## src/rtl/ps2_kbd_pkg.sv

```systemverilog
// PS/2 Set-2 keyboard decode shared types.
// States, prefix/ignore bytes, modifier codes.
package ps2_kbd_pkg;

  typedef enum logic [1:0] {
    S_IDLE,
    S_E0,
    S_F0,
    S_E0F0
  } state_t;

  localparam logic [7:0] PFX_EXT = 8'hE0;
  localparam logic [7:0] PFX_BRK = 8'hF0;

  localparam logic [7:0] IGN_BAT  = 8'hAA;
  localparam logic [7:0] IGN_ACK  = 8'hFA;
  localparam logic [7:0] IGN_RSND = 8'hFE;
  localparam logic [7:0] IGN_ECHO = 8'hEE;
  localparam logic [7:0] IGN_ERR0 = 8'h00;
  localparam logic [7:0] IGN_ERR1 = 8'hFF;

  localparam logic [7:0] LSHIFT = 8'h12;
  localparam logic [7:0] RSHIFT = 8'h59;
  localparam logic [7:0] CTRL   = 8'h14;
  localparam logic [7:0] ALT    = 8'h11;

  typedef struct packed {
    logic [7:0] code;
    logic       ext;
    logic       brk;
  } evt_t;

  // Keyboard error/overrun bytes: abort any sequence.
  function automatic logic is_null(
    input logic [7:0] b
  );
    return (b == IGN_ERR0) || (b == IGN_ERR1);
  endfunction

  // Bytes that never start a key event.
  function automatic logic is_ignored(
    input logic [7:0] b
  );
    return is_null(b)
        || (b == IGN_BAT)
        || (b == IGN_ACK)
        || (b == IGN_RSND)
        || (b == IGN_ECHO);
  endfunction

endpackage

```

## src/rtl/ps2_evt_buf.sv

```systemverilog
// Single-entry valid/ready event holding register.
// Loads when empty or draining; else drops and flags overflow.
module ps2_evt_buf
  import ps2_kbd_pkg::*;
(
  input  logic       dspclk,
  input  logic       reset,
  input  logic       load_req,
  input  evt_t       load_evt,
  input  logic       evt_ready,
  input  logic       ovf_clr,
  output logic       evt_valid,
  output logic [7:0] evt_code,
  output logic       evt_ext,
  output logic       evt_break,
  output logic       overflow,
  output logic       loaded
);

  logic drain;

  assign drain  = evt_valid && evt_ready;
  assign loaded = load_req && (!evt_valid || evt_ready);

  // Hold register: load, drain, or keep.
  always_ff @(posedge dspclk) begin
    if (reset) begin
      evt_valid <= 1'b0;
      evt_code  <= '0;
      evt_ext   <= 1'b0;
      evt_break <= 1'b0;
    end else if (loaded) begin
      evt_valid <= 1'b1;
      evt_code  <= load_evt.code;
      evt_ext   <= load_evt.ext;
      evt_break <= load_evt.brk;
    end else if (drain) begin
      evt_valid <= 1'b0;
    end
  end

  // Sticky overflow; a drop in the clear cycle wins.
  always_ff @(posedge dspclk) begin
    if (reset) begin
      overflow <= 1'b0;
    end else if (load_req && !loaded) begin
      overflow <= 1'b1;
    end else if (ovf_clr) begin
      overflow <= 1'b0;
    end
  end

endmodule

```

## src/rtl/ps2_scancode_decoder.sv

```systemverilog
// PS/2 Set-2 scan-code to key-event decoder.
// Folds E0/F0 prefixes, tracks modifiers, times out stale prefixes.
module ps2_scancode_decoder
  import ps2_kbd_pkg::*;
#(
  parameter int TIMEOUT_CYC = 100000,
  parameter int TO_W        = 17
) (
  input  logic       dspclk,
  input  logic       reset,
  input  logic [7:0] rx_data,
  input  logic       rx_valid,
  input  logic       rx_err,
  output logic       evt_valid,
  input  logic       evt_ready,
  output logic [7:0] evt_code,
  output logic       evt_ext,
  output logic       evt_break,
  output logic       mod_shift,
  output logic       mod_ctrl,
  output logic       mod_alt,
  output logic       overflow,
  input  logic       ovf_clr,
  output logic [7:0] led
);

  localparam logic [TO_W-1:0] TO_LAST =
    TO_W'(TIMEOUT_CYC - 1);

  state_t          state;
  state_t          state_nxt;
  logic [TO_W-1:0] to_cnt;
  logic            to_hit;
  logic            emit;
  evt_t            ev;
  logic            loaded;
  logic            lshift;
  logic            rshift;
  logic            ctrl;
  logic            alt;

  assign to_hit = (state != S_IDLE) && (to_cnt == TO_LAST);

  // Prefix decode: next state and event for this byte.
  always_comb begin
    state_nxt = state;
    emit      = 1'b0;
    ev.code   = rx_data;
    ev.ext    = 1'b0;
    ev.brk    = 1'b0;
    if (rx_valid && rx_err) begin
      state_nxt = S_IDLE;
    end else if (rx_valid) begin
      unique case (state)
        S_IDLE: begin
          if (rx_data == PFX_EXT) begin
            state_nxt = S_E0;
          end else if (rx_data == PFX_BRK) begin
            state_nxt = S_F0;
          end else if (!is_ignored(rx_data)) begin
            emit = 1'b1;
          end
        end
        S_E0: begin
          if (rx_data == PFX_BRK) begin
            state_nxt = S_E0F0;
          end else if (rx_data == PFX_EXT) begin
            state_nxt = S_E0;
          end else begin
            state_nxt = S_IDLE;
            emit      = !is_null(rx_data);
            ev.ext    = 1'b1;
          end
        end
        S_F0: begin
          state_nxt = S_IDLE;
          emit      = !is_null(rx_data);
          ev.brk    = 1'b1;
        end
        S_E0F0: begin
          state_nxt = S_IDLE;
          emit      = !is_null(rx_data);
          ev.ext    = 1'b1;
          ev.brk    = 1'b1;
        end
        default: state_nxt = S_IDLE;
      endcase
    end else if (to_hit) begin
      state_nxt = S_IDLE;
    end
  end

  // FSM state and inter-byte timeout counter.
  always_ff @(posedge dspclk) begin
    if (reset) begin
      state  <= S_IDLE;
      to_cnt <= '0;
    end else begin
      state <= state_nxt;
      if (rx_valid || state == S_IDLE || to_hit) begin
        to_cnt <= '0;
      end else begin
        to_cnt <= to_cnt + 1'b1;
      end
    end
  end

  // Modifier flags follow every decoded event, loaded or not.
  always_ff @(posedge dspclk) begin
    if (reset) begin
      lshift <= 1'b0;
      rshift <= 1'b0;
      ctrl   <= 1'b0;
      alt    <= 1'b0;
    end else if (emit) begin
      if (ev.code == LSHIFT) lshift <= !ev.brk;
      if (ev.code == RSHIFT) rshift <= !ev.brk;
      if (ev.code == CTRL)   ctrl   <= !ev.brk;
      if (ev.code == ALT)    alt    <= !ev.brk;
    end
  end

  // LED shows the last press that made it into the output.
  always_ff @(posedge dspclk) begin
    if (reset) begin
      led <= '0;
    end else if (loaded && !ev.brk) begin
      led <= ev.code;
    end
  end

  assign mod_shift = lshift | rshift;
  assign mod_ctrl  = ctrl;
  assign mod_alt   = alt;

  ps2_evt_buf u_buf (
    .dspclk    (dspclk),
    .reset     (reset),
    .load_req  (emit),
    .load_evt  (ev),
    .evt_ready (evt_ready),
    .ovf_clr   (ovf_clr),
    .evt_valid (evt_valid),
    .evt_code  (evt_code),
    .evt_ext   (evt_ext),
    .evt_break (evt_break),
    .overflow  (overflow),
    .loaded    (loaded)
  );

endmodule

```

## config.mk

```make
export PLATFORM = sky130hd
export DESIGN_NAME = ps2_scancode_decoder
export DESIGN_NICKNAME = d
export VERILOG_FILES = /design/src/rtl/ps2_kbd_pkg.sv /design/src/rtl/ps2_evt_buf.sv /design/src/rtl/ps2_scancode_decoder.sv
export SDC_FILE = /design/constraint.sdc
export NUM_CORES = 1
export LEC_CHECK = 0
export ABC_AREA = 1
export BUFFER_PORTS_ARGS = -buffer_cell sky130_fd_sc_hd__buf_2
export CORE_MARGIN = 4
export CORE_UTILIZATION = 42
export DETAILED_ROUTE_END_ITERATION = 7
export GPL_TIMING_DRIVEN = 1
export PLACE_DENSITY_LB_ADDON = 0.2
export SLEW_MARGIN = 20
export SYNTH_ARGS = -nofsm -noshare
export SYNTH_HDL_FRONTEND = slang
export SYNTH_SLANG_ARGS = --single-unit
export TNS_END_PERCENT = 1
```

## constraint.sdc

```tcl
create_clock -name dspclk -period 1.98 [get_ports dspclk]
set_input_delay 0 -clock dspclk [delete_from_list [all_inputs] [get_ports dspclk]]
set_output_delay 0 -clock dspclk [all_outputs]
set_load 0.02 [all_outputs]
```

==> results of run 1 <==
## stage by stage
stage	util [%]	cell area [µm²]	hold slack [ns]	std cells	power [W]
6_report	53.16	2577	0.01608	415	0.001815
3_3_place_gp	49.34	2392	0.2619	400	0.001103
3_5_place_dp	49.34	2392	0.2808	400	0.001105
5_1_grt	53.16	2577	0.007516	415	0.001905
2_1_floorplan	-	2162	0.1313	301	0.001045
4_1_cts	52.59	2550	0.004930	412	0.001830
## cells by family (layout without fill, tap and decap cells)
kind of cell / count (synthesis) / count (layout)
compound gates: 33 / 33
xor+xnor: 3 / 3
fa+ha+maj: 1 / 1
buf+inv: 45 / 92
flops: 43 / 43
simple gates: 176 / 176
## state kept, by name (all words and copies together) (netlist names)
name,flops
to_cnt,17
led,8
u_buf.evt_code,8
state,2
lshift,1
mod_alt,1
mod_ctrl,1
rshift,1
u_buf.evt_break,1
u_buf.evt_ext,1
u_buf.evt_valid,1
u_buf.overflow,1
## worst paths after layout
path	slack, ns	cells past startpoint	to
worst max-delay path	0.11	11	u_buf.overflow$_SDFFE_PP0P_
worst min-delay path	0.02	3	u_buf.evt_code[6]$_SDFFE_PP0P_
worst max register to register	0.22	9	u_buf.overflow$_SDFFE_PP0P_
worst min register to register	0.46	2	u_buf.evt_break$_SDFFE_PP0P_
## synth_stat cells, drive strengths merged (3+ instances only)
cell / instances / area share, %
nand2: 77 / 14
nor2: 44 / 8.9
dfxtp: 43 / 40
inv: 36 / 6.4
nand3: 29 / 9.0
a21oi: 25 / 7.5
nor3: 12 / 3.0
nand4: 8 / 2.3
buf: 6 / 2.6
o21ai: 4 / 1.1
o21a: 3 / 1.0
## power by group through the flow
stage          combinational [W]  sequential, W  clock [W]
3_5_place_dp            0.000190       0.000915          0
3_3_place_gp            0.000187       0.000916          0
5_1_grt                 0.000225       0.000898   0.000782
4_1_cts                 0.000195       0.000895   0.000739
6_report                0.000201       0.000895   0.000719
2_1_floorplan           0.000103       0.000942          0
## critical path, cell delays in order
cell,delay (ns)
dlygate4sd3_1,0.53
buf_2,0.16
nor2_1,0.14
nand3_1,0.10
o21ai_2,0.18
nor2_4,0.07
nand2_2,0.12
inv_8,0.05
nand2_1,0.08
a21oi_2,0.05
dlygate4sd3_1,0.57
## what timing repair did
| item | 4_1_cts | 5_1_grt |
|---|---|---|
| buffers inserted | 0 | 3 |
| endpoints found under the setup margin | 0 | 1 |
| gates resized for setup | 0 | 2 |
| hold buffers | 4 | 0 |
| hold endpoints to repair | 3 | 0 |
## routing by layer
layer  share of wire [%]  wire [µm]
met2                  41       1919
met4                 1.5         72
met3                 5.5        259
met5                   0          0
met1                  52       2486
## final cells by class
type                       instances  area, µm²
clock buffer                       6      82.58
clock inverter                     2      35.03
fill                             499       2271
inverter                          37      146.4
multi-input combinational        213       1096
sequential                        43      860.8
tap                               67      83.83
timing repair buffer              47      272.8
## placed cells by master (no fill, tap or decap), types with 2 or more instances in the layout
cell type       n
o21ai_0         2
nand2_2         4
nand4_1         8
nor4_1          2
nor3b_1         2
nand3_2        10
inv_1          33
a21oi_2        10
dfxtp_1        43
dlygate4sd3_1   4
a21oi_1        15
nand2_1        73
xor2_1          2
inv_2           2
buf_2          36
nor3_1         11
nor2_1         35
buf_4           7
nor2_2          8
o21a_1          3
clkbuf_8        6
nand3_1        19
==> results.py, run 1 <==
metrics = {
    "outcome": {
        "status": "finished clean",
    },
    "global_routing": {
        "top_usage_layer": "met1",
        "grt_max_degree": 19,
        "use_met2_pct": 23.04,
        "gr-total-overflow": 0,
        "grt_use_met3_pct": 4.176,
        "met1_usage_pct": 23.33,
        "grt_usage_pct": 16.35,
        "grt_pass1_vias": 1779,
        "grt_pass1_wl_mm": 8.176,
        "antenna_found_initial": 0,
    },
    "yosys": {
        "synth_compound_area_share_pct": 9.954,
        "ys_ff_latch": 43,
        "synth_edf_count": 0,
        "synth-simple-area-share_pct": 38.95,
        "synthMuxAreaShare_pct": 0,
        "synth-seq-area-share_pct": 39.81,
        "synth_adder_area_share_pct": 0.5787,
        "async_reset_ff_share_pct": 0,
        "syn_area_per_cell_um2": 7.183,
        "ys_warn_count": 0,
        "yosysUniqueCellTypes": 34,
        "synth_cells": 301,
        "synth_top_family_by_area": "simple AND/OR/NAND/NOR gates",
        "synth_ff_type": "dfxtp_1",
        "synth_nets": 316,
        "synth_area_um2": 2162,
        "synth-xor-area-share_pct": 1.215,
    },
    "sta": {
        "rsz0062_at_grt": "no",
        "fmax_mhz": 534.0,
        "fin_ws_ns": 0.1072,
        "hold_viol": 0,
        "slew_violations": 0,
        "clock_skew_ns": 0.006183,
        "finalCritPeriodShare_pct": 94.59,
        "timing.setup.tns_ns": 0,
        "tightestPinTransition_ns": 0.4318,
        "relSlewSlack_pct": 71.18,
        "setup_violations": 0,
        "min_period_ns": 1.873,
    },
    "clocking": {
        "cts_made_buffers": 5,
        "htreeDepth": 2,
        "clk_path_buf_depth": 2,
        "path_clk_slew_ns": 0.08,
        "clk_latency_ns": 0.30,
        "cts.sinks": 43,
        "cts-root-buf": "clkbuf_8",
        "cts_tree": "yes",
    },
    "hold_path": {
        "hp-start": "rx_data[6]",
        "hold_path.class": "input pin to register",
    },
    "finish": {
        "drive_above_1_share_pct": 25.86,
        "n_antenna_cell": 0,
        "finalNetCount": 362,
        "areaGrowthSynthToFinish_pct": 19.21,
    },
    "setup_path": {
        "crit_path_start": "rx_data[7]",
        "cp_max_fo": 6,
        "critical_path_required_ns": 2.17,
        "start_kind": "input pin",
        "arrival_ns": 2.06,
        "worst-setup-path-type": "input pin to register",
        "r2r-start": "state[1]$_SDFFE_PP0P_",
        "end_kind": "register",
    },
    "pwr": {
        "seq_power_share_pct": 49.3,
        "p_int_w": 0.001361,
        "p_clk_share_pct": 39.6,
        "power_density_nw_per_um2": 704.3,
        "peakVddDrop_mv": 0.2958,
        "p_switching_w": 0.0004544,
        "combPwrFrac_pct": 11.1,
        "p_leak_nw": 1.085,
        "swShare_pct": 25.03,
    },
    "route": {
        "dr.pass1.iters": 4,
        "wl_per_cell_um": 11.42,
        "drt_iter0_drc": 133,
        "drc": 0,
        "wl_mm": 4.738,
        "ant_nets": 0,
        "via_per_inst": 4.735,
        "vias": 1965,
    },
    "placed_design": {
        "io_buffers": 36,
        "place_ws_ns": 0.3477,
        "hpwl_mm": 3.493,
        "gp_congestion": 0.8189,
    },
    "run": {
        "drv_cap": 0,
    },
    "die": {
        "coreArea_um2": 4848,
        "rows": 25,
        "pin_count": 37,
        "die-height_um": 79.75,
        "die-width_um": 79.75,
        "die_area_um2": 6360,
        "initial_core_util_pct": 44.59,
    },
}
(Power assumes the default switching activity.)
==> inputs of run 2 (changes only) <==
--- a/config.mk
+++ b/config.mk
@@ -5,12 +5,12 @@
 export SDC_FILE = /design/constraint.sdc
 export NUM_CORES = 1
 export LEC_CHECK = 0
-export ABC_AREA = 1
 export BUFFER_PORTS_ARGS = -buffer_cell sky130_fd_sc_hd__buf_2
 export CORE_MARGIN = 4
 export CORE_UTILIZATION = 42
 export DETAILED_ROUTE_END_ITERATION = 7
 export GPL_TIMING_DRIVEN = 1
+export MAX_ROUTING_LAYER = met4
 export PLACE_DENSITY_LB_ADDON = 0.2
 export SLEW_MARGIN = 20
 export SYNTH_ARGS = -nofsm -noshare
==> run 2 against run 1 <==
Against the previous run:
- first-iteration DRC count shrank 3.8%
- cell area shrank 4.0%
- fmax shrank 3.2%
- via count shrank 10%
- final cell count shrank 19%
- largest cell class unchanged
- highest routed layer unchanged
==> results.py, run 2 <==
metrics = {
    "yosys": {
        "yosysUniqueCellTypes": 45,
        "ys_warn_count": 0,
        "synth_nets": 246,
        "synth_ff_type": "dfxtp_1",
        "synth_area_um2": 2033,
        "synth-seq-area-share_pct": 42.34,
        "synth.area.top_cells": "dfxtp_1 (42%), nand2b_1 (5.8%), mux2i_1 (5.4%)",
        "synth_top_area_share_pct": 42.34,
        "synth_cells": 231,
        "async_reset_ff_share_pct": 0,
        "ys_top_cells_by_count": "dfxtp_1 (43), nor2_1 (25), o21ai_1 (20)",
        "yosysMostFrequentCell": "dfxtp_1",
        "synth_edf_count": 0,
        "yosys.area.top_type": "dfxtp_1",
        "syn_area_per_cell_um2": 8.802,
        "ys_ff_latch": 43,
    },
    "hold_path": {
        "hold_path.class": "input pin to register",
        "min_path_cells": 3,
        "hp-start": "rx_data[5]",
        "min_to": "u_buf.evt_code[5]$_SDFFE_PP0P_",
    },
    "finish": {
        "finalNetCount": 296,
        "final_cells": 336,
        "final_util_pct": 52.75,
        "regMostFlops": "to_cnt",
        "layout_common_cells": "dfxtp_1 (41), buf_2 (36), nor2_1 (25), o21ai_1 (20), nand2b_1 (19)",
        "areaGrowthSynthToFinish_pct": 21.72,
        "final_common_cell": "dfxtp_1",
        "n_fill_cell": 457,
        "largest_reg_flops": 17,
        "top_regs": "to_cnt x17, led x8, u_buf.evt_code x8",
        "n_antenna_cell": 0,
        "drive_above_1_share_pct": 25.53,
    },
    "die": {
        "initial_core_util_pct": 43.33,
        "die-width_um": 77.58,
        "die_area_um2": 6018,
        "pin_count": 37,
        "rows": 25,
        "die-height_um": 77.58,
        "coreArea_um2": 4692,
    },
    "setup_path": {
        "crit_buf_inv": 0,
        "critical_path_required_ns": 2.22,
        "end_kind": "register",
        "cpPeakStageDelay_ns": 0.54,
        "arrival_ns": 2.18,
        "crit_family": "simple AND/OR/NAND/NOR gates",
        "r2r_slack_ns": 0.05,
        "worst-setup-path-type": "register to register",
        "r2r-start": "to_cnt[12]$_SDFF_PP0_",
        "crit_path_start": "to_cnt[12]$_SDFF_PP0_",
        "r2r_cells": 5,
        "path_cells": "or4bb_4, nor4_4, a22oi_2, or4_1, a21boi_1",
        "start_kind": "register",
        "cp_max_fo": 2,
        "cp_slowest_cell": "or4bb_4",
        "r2r-end": "state[1]$_SDFFE_PP0P_",
    },
    "pwr": {
        "seq_power_share_pct": 55.4,
        "p_leak_nw": 0.9566,
        "p_int_w": 0.001192,
        "peakVddDrop_mv": 0.3472,
        "combPwrFrac_pct": 10.3,
        "swShare_pct": 25.91,
        "power_density_nw_per_um2": 649.8,
        "p_switching_w": 0.0004167,
        "p_clk_share_pct": 34.3,
        "power_w": 0.001608,
    },
    "clocking": {
        "cts-root-buf": "clkbuf_8",
        "cts.sinks": 43,
        "cts_tree": "yes",
        "htreeDepth": 2,
        "cts_made_buffers": 5,
        "path_clk_slew_ns": 0.09,
        "clk_latency_ns": 0.30,
        "clk_path_buf_depth": 2,
    },
    "sta": {
        "min_period_ns": 1.934,
        "clock_skew_ns": 0.01120,
        "hold_viol": 0,
        "fin_ws_ns": 0.04588,
        "slew_violations": 0,
        "setup_violations": 0,
        "finalCritPeriodShare_pct": 97.68,
        "fmax_mhz": 517.0,
        "tightestPinTransition_ns": 0.5972,
        "timing.setup.tns_ns": 0,
        "relSlewSlack_pct": 59.65,
    },
    "placed_design": {
        "place_ws_ns": 0.03606,
        "dp_cells": 324,
        "hpwl_mm": 3.234,
        "io_buffers": 36,
        "gp_congestion": 0.8275,
    },
    "route": {
        "vias": 1767,
        "wl_per_cell_um": 13.54,
        "drt_iter0_drc": 128,
        "via_per_inst": 5.259,
        "wl_mm": 4.549,
        "dr.pass1.iters": 4,
        "ant_nets": 0,
        "drc": 0,
    },
    "global_routing": {
        "grt_usage_pct": 16.78,
        "grt_pass1_wl_mm": 7.886,
        "grt_max_degree": 38,
        "grt_pass1_vias": 1768,
        "gr-total-overflow": 0,
        "antenna_found_initial": 0,
    },
    "outcome": {
        "status": "finished clean",
    },
    "run": {
        "drv_cap": 0,
    },
}
-- run 2: changes by cell type in the layout (fill, tap and decap cells not counted), moves of 11 or more --
cell	delta
inv_1	-27
nand2_1	-64
o21ai_1	+19
mux2i_1	+11
nand3_1	-13
nand2b_1	+19
-- run 2: cells by family after synthesis --
kind of cell	synth area share, %
compound gates	12.25
xor+xnor	5.600
fa+ha+maj	0.6153
buf+inv	4.061
flops	42.34
mux	5.416
simple gates	29.72
-- run 2: power groups by stage --
stage          combinational, W  sequential [W]  clock, W
6_report               0.000165        0.000891  0.000552
5_1_grt                0.000179        0.000894  0.000607
4_1_cts                0.000166        0.000891  0.000570
3_5_place_dp           0.000164        0.000911         0
3_3_place_gp           0.000163        0.000910         0
2_1_floorplan         0.0000704        0.000934         0
-- run 2: routing by layer --
| layer | share of wire (%) | vias to the layer above | wire length [µm] | global-route usage (%) |
|---|---|---|---|---|
| met2 | 50 | 31 | 2285 | 29.71 |
| met3 | 3.6 | 7 | 165 | 2.900 |
| met1 | 44 | 827 | 2018 | 18.18 |
| met5 | 0 | - | 0 | - |
| met4 | 1.8 | 0 | 80 | 8.007 |
| li1 | - | 902 | - | - |
-- run 2: area by class of cell --
type / count / area (µm²) / share of cell area, %
well taps: 54 / 67.56 / 2.730
multi-input cells: 172 / 1102 / 44.54
clock inverters: 3 / 15.01 / 0.6067
flip-flops and latches: 43 / 863.3 / 34.88
inverters: 6 / 22.52 / 0.9100
repair buffers: 53 / 335.3 / 13.55
clock buffers: 5 / 68.82 / 2.781
-- run 2: per-stage QoR --
step | cell area, µm² | hold slack (ns)
floorplan | 2033 | 0.1679
global placement | 2344 | 0.2749
detailed placement | 2344 | 0.2823
CTS | 2437 | 0.01632
global route | 2475 | 0.03904
finish | 2475 | 0.02317
-- run 2: worst max-delay path by stage --
stage | slack, ns | depth (start not counted) | endpoint
6_report | 0.05 | 5 | state[1]$_SDFFE_PP0P_
3_5_place_dp | 0.04 | 5 | state[1]$_SDFFE_PP0P_
4_1_cts | 0.02 | 5 | state[1]$_SDFFE_PP0P_
2_1_floorplan | 0.05 | 5 | state[1]$_SDFFE_PP0P_
5_1_grt | -0.02 | 5 | state[1]$_SDFFE_PP0P_
3_3_place_gp | 0.07 | 5 | state[1]$_SDFFE_PP0P_
-- run 2: worst reg2reg max path: stages (launching register included) --
cell and delay (ns):
dfxtp_2 0.33, or4bb_4 0.54, nor4_4 0.31, a22oi_2 0.09, or4_1 0.47, a21boi_1 0.14
-- run 2: what timing repair did --
item	4_1_cts	5_1_grt
buffers inserted	0	3
endpoints found under the setup margin	0	1
hold buffers	1	0
gates resized for setup	0	4
hold endpoints to repair	1	0
==> inputs of run 3 (changes only) <==
--- a/config.mk
+++ b/config.mk
@@ -6,8 +6,10 @@
 export NUM_CORES = 1
 export LEC_CHECK = 0
 export BUFFER_PORTS_ARGS = -buffer_cell sky130_fd_sc_hd__buf_2
+export CELL_PAD_IN_SITES_DETAIL_PLACEMENT = 1
+export CELL_PAD_IN_SITES_GLOBAL_PLACEMENT = 2
 export CORE_MARGIN = 4
-export CORE_UTILIZATION = 42
+export CORE_UTILIZATION = 33
 export DETAILED_ROUTE_END_ITERATION = 7
 export GPL_TIMING_DRIVEN = 1
 export MAX_ROUTING_LAYER = met4
==> run 3 against run 2 <==
Against the previous run:
- die area rose by 24%
- total power grew 17%
- sequential cell count stayed put
- global-route usage fell by 1.1 points
- sequential power hardly changed
- clock-buffer cell count rose by 1
- critical path type unchanged
- largest cell class unchanged
- largest power group unchanged
==> results.py, run 3 (synthesis gave the netlist of run 2 again) <==
metrics = {
    "setup_path": {
        "r2r_cells": 5,
        "r2r-start": "to_cnt[6]$_SDFF_PP0_",
        "worst-setup-path-type": "register to register",
        "arrival_ns": 2.13,
        "r2r-end": "state[1]$_SDFFE_PP0P_",
        "cp_max_fo": 2,
        "critical_path_required_ns": 2.21,
        "r2r_slack_ns": 0.08,
        "end_kind": "register",
        "start_kind": "register",
    },
    "global_routing": {
        "grt_pass1_vias": 1786,
        "antenna_found_initial": 0,
        "grt_max_degree": 28,
        "gr-total-overflow": 0,
        "grt_pass1_wl_mm": 8.997,
        "grt_usage_pct": 15.64,
    },
    "placed_design": {
        "gp_congestion": 0.7796,
        "io_buffers": 36,
        "placed_area_um2": 2380,
        "hpwl_mm": 3.868,
    },
    "die": {
        "rows": 28,
        "die-width_um": 86.50,
        "coreArea_um2": 5956,
        "die-height_um": 86.50,
        "initial_core_util_pct": 34.14,
        "pin_count": 37,
        "die_area_um2": 7481,
    },
    "finish": {
        "finalNetCount": 296,
        "regMostFlops": "to_cnt",
        "final_util_pct": 42.58,
        "top_regs": "to_cnt x17, led x8, u_buf.evt_code x8",
        "n_fill_cell": 747,
        "areaGrowthSynthToFinish_pct": 24.74,
        "final_area_um2": 2536,
        "n_antenna_cell": 0,
        "final_common_cell": "dfxtp_1",
        "layout_common_cells": "dfxtp_1 (42), buf_2 (36), nor2_1 (25), o21ai_1 (20), nand2b_1 (19)",
        "drive_above_1_share_pct": 24.82,
        "largest_reg_flops": 17,
    },
    "route": {
        "drc": 0,
        "wl_mm": 5.153,
        "vias": 1780,
        "ant_nets": 0,
        "wl_per_cell_um": 14.43,
        "dr.pass1.iters": 4,
        "via_per_inst": 4.986,
        "drt_iter0_drc": 81,
    },
    "run": {
        "drv_cap": 0,
    },
    "sta": {
        "tightestPinTransition_ns": 0.6321,
        "relSlewSlack_pct": 57.29,
        "slew_violations": 0,
        "finalCritPeriodShare_pct": 95.91,
        "clock_skew_ns": 0.005072,
        "setup_violations": 0,
        "timing.setup.tns_ns": 0,
        "min_period_ns": 1.899,
        "rsz0062_at_grt": "yes",
        "fmax_mhz": 526.6,
        "hold_viol": 0,
    },
    "clocking": {
        "cts-root-buf": "clkbuf_8",
        "cts.sinks": 43,
        "htreeDepth": 2,
        "clk_latency_ns": 0.30,
        "cts_tree": "yes",
        "path_clk_slew_ns": 0.09,
        "cts_made_buffers": 5,
        "clk_path_buf_depth": 2,
    },
    "pwr": {
        "peakVddDrop_mv": 0.3008,
        "p_leak_nw": 0.9665,
        "power_density_nw_per_um2": 739.8,
    },
    "hold_path": {
        "min_path_cells": 3,
        "hold_path.class": "input pin to register",
        "min_to": "u_buf.evt_code[5]$_SDFFE_PP0P_",
        "hp-start": "rx_data[5]",
    },
    "outcome": {
        "status": "finished clean",
    },
}
run 3: cell type report:
type / count / area (µm²) / share of cell area, %
clock inverters: 2 / 60.06 / 2.368
inverters: 6 / 22.52 / 0.8880
well taps: 75 / 93.84 / 3.700
repair buffers: 53 / 322.8 / 12.73
clock buffers: 6 / 72.57 / 2.861
multi-input cells: 172 / 1102 / 43.46
flip-flops and latches: 43 / 862.1 / 33.99
run 3: metrics by stage:
step / hold slack, ns / cells / total power (W) / setup WS (ns)
5_1_grt: 0.04477 / 357 / 0.001962 / -0.03550
3_3_place_gp: 0.2780 / 348 / 0.001075 / 0.03914
2_1_floorplan: 0.1679 / 231 / 0.001004 / 0.04504
4_1_cts: 0.02653 / 357 / 0.001905 / 0.01863
3_5_place_dp: 0.2844 / 348 / 0.001078 / 0.004102
6_report: 0.03954 / 357 / 0.001876 / 0.08102
run 3: report_power, final:
part           leakage, nW  switching (W)  internal, W  total, W
clock               0.0654       0.000315     0.000505  0.000820
sequential           0.349     0.00000872     0.000883  0.000891
combinational        0.552       0.000101    0.0000642  0.000165
run 3: how the worst max path moves through the flow:
| stage | startpoint | depth (start not counted) | slack (ns) | end |
|---|---|---|---|---|
| finish | to_cnt[6]$_SDFF_PP0_ | 5 | 0.08 | state[1]$_SDFFE_PP0P_ |
| CTS | to_cnt[12]$_SDFF_PP0_ | 5 | 0.02 | state[1]$_SDFFE_PP0P_ |
| global route | to_cnt[6]$_SDFF_PP0_ | 5 | -0.04 | state[1]$_SDFFE_PP0P_ |
| floorplan | to_cnt[6]$_SDFF_PP0_ | 5 | 0.05 | state[1]$_SDFFE_PP0P_ |
| global placement | to_cnt[13]$_SDFF_PP0_ | 5 | 0.04 | state[1]$_SDFFE_PP0P_ |
| detailed placement | to_cnt[13]$_SDFF_PP0_ | 5 | 0.004 | state[1]$_SDFFE_PP0P_ |
run 3: repair_timing:
item                                   CTS  global route
endpoints found under the hold margin    1             0
buffers inserted                         0             0
pin swaps                                1             3
gates resized for setup                  1             2
setup endpoints to repair                1             1
hold buffers                             1             0
run 3: layer usage:
layer | track usage (%) | wire [µm]
met5 | - | 0
met4 | 5.099 | 72
met3 | 3.422 | 237
met2 | 21.21 | 2168
met1 | 22.80 | 2675
run 3: critical path: stages, from the launching register on:
cell and delay (ns):
dfxtp_1 0.32, or4_4 0.54, nor4_4 0.29, a22oi_2 0.08, or4_1 0.47, a21boi_1 0.13
